$ cat config.mk
export PLATFORM = sky130hd
export DESIGN_NAME = ib_colbank_preloader_flat
export DESIGN_NICKNAME = d
export VERILOG_FILES = /design/src/rtl/memShare_config_pkg.sv /design/src/rtl/ib_colbank_preloader_if.sv /design/src/rtl/ib_preload_addr_cnt.sv /design/src/rtl/ib_colbank_preloader.sv /design/src/flat_wrapper.sv
export SDC_FILE = /design/constraint.sdc
export NUM_CORES = 1
export LEC_CHECK = 0
export BUFFER_PORTS_ARGS = -buffer_cell sky130_fd_sc_hd__buf_2
export CAP_MARGIN = 20
export CORE_MARGIN = 1
export CORE_UTILIZATION = 43
export DETAILED_ROUTE_END_ITERATION = 8
export PLACE_DENSITY = 0.76
export SETUP_SLACK_MARGIN = 0.15
export SYNTH_ARGS = -nofsm -noshare
export SYNTH_HDL_FRONTEND = slang
export SYNTH_SLANG_ARGS = --single-unit
$ cat constraint.sdc
create_clock -name sys_clk -period 3.3 [get_ports sys_clk]
set_input_delay 0.33 -clock sys_clk [delete_from_list [all_inputs] [get_ports sys_clk]]
set_output_delay 0.33 -clock sys_clk [all_outputs]
set_load 0.1 [all_outputs]
$ cat src/rtl/memShare_config_pkg.sv
// Shared constants and types for the memShare configuration path.
// Includes the IB-LUT preload state encoding and group load lengths.
package memShare_config_pkg;

  localparam int QUAN_SIZE_DEF = 4;
  localparam int GP1_COL_SEL_WIDTH_DEF = 2;
  localparam int GP2_COL_SEL_WIDTH_DEF = 4;

  localparam int GP1_VN_LOAD_CYCLE =
    2 ** (QUAN_SIZE_DEF + GP1_COL_SEL_WIDTH_DEF);
  localparam int GP2_VN_LOAD_CYCLE =
    2 ** (QUAN_SIZE_DEF + GP2_COL_SEL_WIDTH_DEF);

  typedef enum logic [1:0] {
    IB_PRELOAD_IDLE = 2'd0,
    IB_PRELOAD_GP1  = 2'd1,
    IB_PRELOAD_GP2  = 2'd2,
    IB_PRELOAD_DONE = 2'd3
  } ib_preload_state_e;

  function automatic int max_w(input int a, input int b);
    return (a > b) ? a : b;
  endfunction

endpackage

$ cat src/rtl/ib_colbank_preloader_if.sv
// Valid/ready stream of quantised IB-LUT entries.
// master drives entries, slave returns ready.
interface ib_colbank_preloader_if #(
  parameter int DW = 4
);
  logic [DW-1:0] src_data_i;
  logic          src_valid_i;
  logic          src_ready_o;

  modport master (
    output src_data_i,
    output src_valid_i,
    input  src_ready_o
  );

  modport slave (
    input  src_data_i,
    input  src_valid_i,
    output src_ready_o
  );
endinterface

$ cat src/rtl/ib_preload_addr_cnt.sv
// Shared preload address counter with clear, enable and last flag.
// Clear has priority over enable; no wrap is relied on by callers.
module ib_preload_addr_cnt #(
  parameter int W = 8
) (
  input  logic         sys_clk,
  input  logic         rstn,
  input  logic         clr_i,
  input  logic         en_i,
  input  logic [W-1:0] last_i,
  output logic [W-1:0] cnt_o,
  output logic         is_last_o
);

  logic [W-1:0] cnt_q;
  logic [W-1:0] cnt_d;

  always_comb begin
    cnt_d = cnt_q;
    if (clr_i) begin
      cnt_d = '0;
    end else if (en_i) begin
      cnt_d = cnt_q + 1'b1;
    end
  end

  always_ff @(posedge sys_clk or negedge rstn) begin
    if (!rstn) begin
      cnt_q <= '0;
    end else begin
      cnt_q <= cnt_d;
    end
  end

  assign cnt_o     = cnt_q;
  assign is_last_o = (cnt_q == last_i);

endmodule

$ cat src/rtl/ib_colbank_preloader.sv
// IB-LUT preload engine for the GP1/GP2 column-bank IB-RAMs.
// One shared address counter is gated per group; writes are registered.
module ib_colbank_preloader
  import memShare_config_pkg::*;
#(
  parameter int QUAN_SIZE = QUAN_SIZE_DEF,
  parameter int GP1_COL_SEL_WIDTH = GP1_COL_SEL_WIDTH_DEF,
  parameter int GP2_COL_SEL_WIDTH = GP2_COL_SEL_WIDTH_DEF,
  localparam int GP1_RAM_ADDR_WIDTH = QUAN_SIZE + GP1_COL_SEL_WIDTH,
  localparam int GP2_RAM_ADDR_WIDTH = QUAN_SIZE + GP2_COL_SEL_WIDTH
) (
  input  logic sys_clk,
  input  logic rstn,
  input  logic load_start_i,
  input  logic [1:0] gp_mask_i,
  input  logic load_abort_i,
  ib_colbank_preloader_if.slave src,
  output logic gp1_we_o,
  output logic [GP1_RAM_ADDR_WIDTH-1:0] gp1_waddr_o,
  output logic [QUAN_SIZE-1:0] gp1_wdata_o,
  output logic gp2_we_o,
  output logic [GP2_RAM_ADDR_WIDTH-1:0] gp2_waddr_o,
  output logic [QUAN_SIZE-1:0] gp2_wdata_o,
  output logic busy_o,
  output logic done_o,
  output logic start_collision_o
);

  localparam int CW =
    max_w(GP1_RAM_ADDR_WIDTH, GP2_RAM_ADDR_WIDTH);

  localparam logic [1:0] S_IDLE = IB_PRELOAD_IDLE;
  localparam logic [1:0] S_GP1  = IB_PRELOAD_GP1;
  localparam logic [1:0] S_GP2  = IB_PRELOAD_GP2;
  localparam logic [1:0] S_DONE = IB_PRELOAD_DONE;

  localparam logic [CW-1:0] GP1_LAST =
    CW'((2 ** GP1_RAM_ADDR_WIDTH) - 1);
  localparam logic [CW-1:0] GP2_LAST =
    CW'((2 ** GP2_RAM_ADDR_WIDTH) - 1);

  logic [1:0] state_q, state_d;
  logic [1:0] mask_q, mask_d;
  logic       gp1_we_q, gp1_we_d;
  logic       gp2_we_q, gp2_we_d;
  logic       coll_q, coll_d;

  logic [GP1_RAM_ADDR_WIDTH-1:0] gp1_waddr_q, gp1_waddr_d;
  logic [GP2_RAM_ADDR_WIDTH-1:0] gp2_waddr_q, gp2_waddr_d;
  logic [QUAN_SIZE-1:0] gp1_wdata_q, gp1_wdata_d;
  logic [QUAN_SIZE-1:0] gp2_wdata_q, gp2_wdata_d;

  logic          in_gp1, in_gp2, ready, accept;
  logic          cnt_clr, is_last;
  logic [CW-1:0] cnt, last_sel;

  assign in_gp1   = (state_q == S_GP1);
  assign in_gp2   = (state_q == S_GP2);
  assign ready    = in_gp1 | in_gp2;
  assign accept   = ready & src.src_valid_i;
  assign last_sel = in_gp1 ? GP1_LAST : GP2_LAST;
  assign cnt_clr  = (state_d != state_q);

  ib_preload_addr_cnt #(.W(CW)) u_cnt (
    .sys_clk   (sys_clk),
    .rstn      (rstn),
    .clr_i     (cnt_clr),
    .en_i      (accept),
    .last_i    (last_sel),
    .cnt_o     (cnt),
    .is_last_o (is_last)
  );

  // Abort outranks a coinciding last beat.
  always_comb begin
    state_d = state_q;
    mask_d  = mask_q;
    unique case (state_q)
      S_IDLE: begin
        if (load_start_i) begin
          mask_d = gp_mask_i;
          if (gp_mask_i[0])      state_d = S_GP1;
          else if (gp_mask_i[1]) state_d = S_GP2;
          else                   state_d = S_DONE;
        end
      end
      S_GP1: begin
        if (load_abort_i)            state_d = S_IDLE;
        else if (accept && is_last)
          state_d = mask_q[1] ? S_GP2 : S_DONE;
      end
      S_GP2: begin
        if (load_abort_i)            state_d = S_IDLE;
        else if (accept && is_last)  state_d = S_DONE;
      end
      default: state_d = S_IDLE;
    endcase
  end

  always_comb begin
    gp1_we_d    = accept & in_gp1;
    gp2_we_d    = accept & in_gp2;
    gp1_waddr_d = gp1_waddr_q;
    gp1_wdata_d = gp1_wdata_q;
    gp2_waddr_d = gp2_waddr_q;
    gp2_wdata_d = gp2_wdata_q;
    if (gp1_we_d) begin
      gp1_waddr_d = cnt[GP1_RAM_ADDR_WIDTH-1:0];
      gp1_wdata_d = src.src_data_i;
    end
    if (gp2_we_d) begin
      gp2_waddr_d = cnt[GP2_RAM_ADDR_WIDTH-1:0];
      gp2_wdata_d = src.src_data_i;
    end
    coll_d = load_start_i & (state_q != S_IDLE);
  end

  always_ff @(posedge sys_clk or negedge rstn) begin
    if (!rstn) begin
      state_q     <= S_IDLE;
      mask_q      <= '0;
      gp1_we_q    <= 1'b0;
      gp2_we_q    <= 1'b0;
      gp1_waddr_q <= '0;
      gp2_waddr_q <= '0;
      gp1_wdata_q <= '0;
      gp2_wdata_q <= '0;
      coll_q      <= 1'b0;
    end else begin
      state_q     <= state_d;
      mask_q      <= mask_d;
      gp1_we_q    <= gp1_we_d;
      gp2_we_q    <= gp2_we_d;
      gp1_waddr_q <= gp1_waddr_d;
      gp2_waddr_q <= gp2_waddr_d;
      gp1_wdata_q <= gp1_wdata_d;
      gp2_wdata_q <= gp2_wdata_d;
      coll_q      <= coll_d;
    end
  end

  assign src.src_ready_o   = ready;
  assign gp1_we_o          = gp1_we_q;
  assign gp1_waddr_o       = gp1_waddr_q;
  assign gp1_wdata_o       = gp1_wdata_q;
  assign gp2_we_o          = gp2_we_q;
  assign gp2_waddr_o       = gp2_waddr_q;
  assign gp2_wdata_o       = gp2_wdata_q;
  assign busy_o            = (state_q != S_IDLE);
  assign done_o            = (state_q == S_DONE);
  assign start_collision_o = coll_q;

endmodule

$ cat src/flat_wrapper.sv
// flat-port wrapper written by rule: the top's interface ports become plain ports
module ib_colbank_preloader_flat import memShare_config_pkg::*;
#(
  parameter int QUAN_SIZE = QUAN_SIZE_DEF,
  parameter int GP1_COL_SEL_WIDTH = GP1_COL_SEL_WIDTH_DEF,
  parameter int GP2_COL_SEL_WIDTH = GP2_COL_SEL_WIDTH_DEF,
  localparam int GP1_RAM_ADDR_WIDTH = QUAN_SIZE + GP1_COL_SEL_WIDTH,
  localparam int GP2_RAM_ADDR_WIDTH = QUAN_SIZE + GP2_COL_SEL_WIDTH
)
  (sys_clk, rstn, load_start_i, gp_mask_i, load_abort_i, gp1_we_o, gp1_waddr_o, gp1_wdata_o, gp2_we_o, gp2_waddr_o, gp2_wdata_o, busy_o, done_o, start_collision_o, src_src_data_i, src_src_valid_i, src_src_ready_o);
  ib_colbank_preloader_if #(.DW(4)) src_i ();
  input  logic sys_clk;
  input  logic rstn;
  input  logic load_start_i;
  input  logic [1:0] gp_mask_i;
  input  logic load_abort_i;
  output logic gp1_we_o;
  output logic [GP1_RAM_ADDR_WIDTH-1:0] gp1_waddr_o;
  output logic [QUAN_SIZE-1:0] gp1_wdata_o;
  output logic gp2_we_o;
  output logic [GP2_RAM_ADDR_WIDTH-1:0] gp2_waddr_o;
  output logic [QUAN_SIZE-1:0] gp2_wdata_o;
  output logic busy_o;
  output logic done_o;
  output logic start_collision_o;
  input wire logic [$bits(src_i.src_data_i)-1:0] src_src_data_i;
  input wire logic [$bits(src_i.src_valid_i)-1:0] src_src_valid_i;
  output wire logic [$bits(src_i.src_ready_o)-1:0] src_src_ready_o;
  assign src_i.src_data_i = src_src_data_i;
  assign src_i.src_valid_i = src_src_valid_i;
  assign src_src_ready_o = src_i.src_ready_o;
  ib_colbank_preloader #(.QUAN_SIZE(QUAN_SIZE), .GP1_COL_SEL_WIDTH(GP1_COL_SEL_WIDTH), .GP2_COL_SEL_WIDTH(GP2_COL_SEL_WIDTH)) u_core (.sys_clk(sys_clk), .rstn(rstn), .load_start_i(load_start_i), .gp_mask_i(gp_mask_i), .load_abort_i(load_abort_i), .src(src_i), .gp1_we_o(gp1_we_o), .gp1_waddr_o(gp1_waddr_o), .gp1_wdata_o(gp1_wdata_o), .gp2_we_o(gp2_we_o), .gp2_waddr_o(gp2_waddr_o), .gp2_wdata_o(gp2_wdata_o), .busy_o(busy_o), .done_o(done_o), .start_collision_o(start_collision_o));
endmodule
==> results.sh <==
export IMPL_outcome="complete, no violations"
export IMPL_max_stage_delay_ps=630
export IMPL_slowest_stage="a22oi_1"
export IMPL_synth_cell_types=32
export IMPL_via_per_inst=5.369
export IMPL_fillers=332
export IMPL_ctsResizeCount=0
export IMPL_clockBufferDepth=2
export IMPL_cpLargestDelayFamily="compound AO/OA/AOI/OAI gates"
export IMPL_busiest_layer="met2"
export IMPL_clkTransAtPathRegs_ps=70
export IMPL_crit_buf_inv=1
export IMPL_fin_nets=200
export IMPL_use_met1_pct=19.30
export IMPL_post_cts_buffers=0
export IMPL_io_pins=39
export IMPL_postSynthAreaPerCell_um2=11.93
export IMPL_cp_end_kind="register"
export IMPL_grt_pass1_vias=1178
export IMPL_start_util_pct=45.59
export IMPL_clock_latency_ps=290
export IMPL_fin_crit_ps=2697
export IMPL_antenna_found_initial=0
export IMPL_worst_pin_slew_ps=760.6
export IMPL_gp_congestion=0.8997
export IMPL_grt_pass1_wl_um=5354
export IMPL_grtUsageMet2_pct=28.13
export IMPL_wl_um=3295
export IMPL_routedWlPerCell_um=14.14
export IMPL_syn_nets=159
export IMPL_fin_skew_ps=3.649
export IMPL_num_vias=1251
export IMPL_grt_max_degree=37
export IMPL_crit_arrival_ps=2840
export IMPL_grt_use_total_pct=17.37
export IMPL_port_buffers=38
export IMPL_drv_cap=0
export IMPL_clock_sinks=36
export IMPL_cts_buffers_inserted=5
export IMPL_min_path_type="in2async"
export IMPL_pre_cts_slack_ps=661.6
export IMPL_ant_nets=0
export IMPL_grt_ovfl_total=0
export IMPL_ys_warn_count=0
export IMPL_cp_start_kind="register"
export IMPL_slew_headroom_pct=49.29
export IMPL_dieHeight_um=65
export IMPL_die_w_um=65
export IMPL_synth_cells=143
export IMPL_timing_final_crit_share_pct=81.72
export IMPL_drive_gt1_share_pct=36.76
export IMPL_dp_hpwl_um=2304
export IMPL_setup_viol=0
export IMPL_cts_tree="built"
export IMPL_whs_ps=111.8
export IMPL_synth_area_um2=1707
export IMPL_crit_path_max_fanout=8
export IMPL_mostFrequentLayoutCells="buf_2 (38), dfrtp_1 (36), mux2_2 (20), nand2b_1 (9)"
export IMPL_hold_violations=0
export IMPL_initialDrtViolationCount=26
export IMPL_setup_slack_ps=603.2
export IMPL_fin_tns_setup_ps=0
export IMPL_firstDrtPassIters=4
export IMPL_critical_path_class="reg2reg"
export IMPL_drc_errors=0
export IMPL_grt_use_met3_pct=5.458
export IMPL_ys_seq_elements=36
export IMPL_cts_htree_levels=2
export IMPL_num_rows=22
export IMPL_worstPathCellList="inv_1 > ha_1 > or3b_1 > a211oi_2 > mux2i_1 > a22oi_1 > o32ai_1"
export IMPL_fmax_mhz=370.8
export IMPL_die_area_um2=4225
export IMPL_areaGrowthSynthToFinish_pct=19.21
export IMPL_layout_commonest_cell="buf_2"
export IMPL_cts_root_buf="clkbuf_8"
export IMPL_synth_seq_area_share_pct=52.79
export IMPL_antenna_cells=0
export IMPL_rsz0062_at_grt="no"
export IMPL_maxSlewViolCount=0
export IMPL_core_um2=3744
export IMPL_required_ps=3440
export IMPL_cts_hold_buf=0
-- synth_stat cells, drive strengths merged --
master   number  area (µm²)
o21bai        2       15.01
nand2b        9       56.30
inv           8       30.03
nor2          4       15.01
o32ai         8       70.07
o21ai         5       25.02
and2          1       6.260
a21o          1       7.510
nor2b         3       18.77
nand4         3       18.77
xnor2         4       35.03
nor3          1       5.000
and3          2       12.51
a22oi         1       7.510
nor4          1       6.260
nand3         2       10.01
a211oi        1       12.51
nand2         8       30.03
mux2         20       225.2
a41oi         1       16.27
or2           1       6.260
buf           1       5.000
clkbuf        3       11.26
mux2i         2       20.02
nand3b        1       7.510
a21oi         3       15.01
dfrtp        36       900.9
ha            5       62.56
a2111o        1       11.26
xor2          3       26.28
a2111oi       1       8.760
or3b          1       8.760
-- worst register-to-register path: stages (launching register included) --
cell,delay (ps)
dfrtp_1,460
inv_1,140
ha_1,250
or3b_1,390
a211oi_2,290
mux2i_1,190
a22oi_1,630
o32ai_1,190
-- cells by family (layout without fill, tap and decap cells) --
group                      Yosys count  count (layout)  share of synthesized area (%)
DFF                                 36              36                          52.79
and+or+nand+nor                     37              37                          11.80
xor gates and xnor gates             7               7                          3.592
AOI/OAI and AO/OA                   24              24                          11.07
adders and majority gates            5               5                          3.666
muxes                               22              22                          14.37
buffers and inverters               12              54                          2.712
-- final cells by class --
cell class | instances | area, µm² | share of cell area, %
inverters | 8 | 30.03 | 1.476
repair buffers | 38 | 190.2 | 9.348
clock inverters | 1 | 7.507 | 0.3690
well taps | 48 | 60.06 | 2.952
multi-input cells | 95 | 759.5 | 37.33
flip-flops and latches | 36 | 900.9 | 44.28
clock buffers | 7 | 86.33 | 4.244
-- worst paths after layout --
path,end,slack [ps],depth (start not counted),from
max in group asynchronous,u_core.gp1_waddr_o[1]$_DFFE_PN0P_,2710,1,rstn
setup reg to reg,u_core.u_cnt.cnt_o[2]$_DFFE_PN0P_,600,7,u_core.state_q[1]$_DFF_PN0_
hold / removal,u_core.start_collision_o$_DFF_PN0_,110,1,rstn
hold reg to reg,u_core.gp1_waddr_o[0]$_DFFE_PN0P_,480,2,u_core.gp1_waddr_o[0]$_DFFE_PN0P_
setup / recovery,u_core.u_cnt.cnt_o[2]$_DFFE_PN0P_,600,7,u_core.state_q[1]$_DFF_PN0_
min in group sys_clk,u_core.gp1_wdata_o[3]$_DFFE_PN0P_,280,2,src_src_data_i[3]
-- layer usage --
layer | routed length [µm] | vias to the layer above
met2 | 1599 | 42
met1 | 1427 | 607
li1 | - | 594
met4 | 105 | 0
met3 | 162 | 8
met5 | 0 | -
-- per-stage QoR --
| stage | std cells | cell area [µm²] | utilization, % |
|---|---|---|---|
| after floorplan | 143 | 1707 | - |
| after global placement | 225 | 1941 | 51.84 |
| after detailed placement | 225 | 1941 | 51.84 |
| after CTS | 233 | 2034 | 54.34 |
| after global routing | 233 | 2034 | 54.34 |
| final | 233 | 2034 | 54.34 |
-- registers in the layout, indices dropped and copies added (netlist names), 2 cells and up --
signal	cells
u_core.gp2_waddr_o	8
u_core.gp1_wdata_o	4
u_core.u_cnt.cnt_o	8
u_core.gp1_waddr_o	6
u_core.state_q	2
u_core.gp2_wdata_o	4
Power is left out: the tool's default activity adds up to more than one toggle a clock period on the data nets, which glitch-free logic cannot reach.
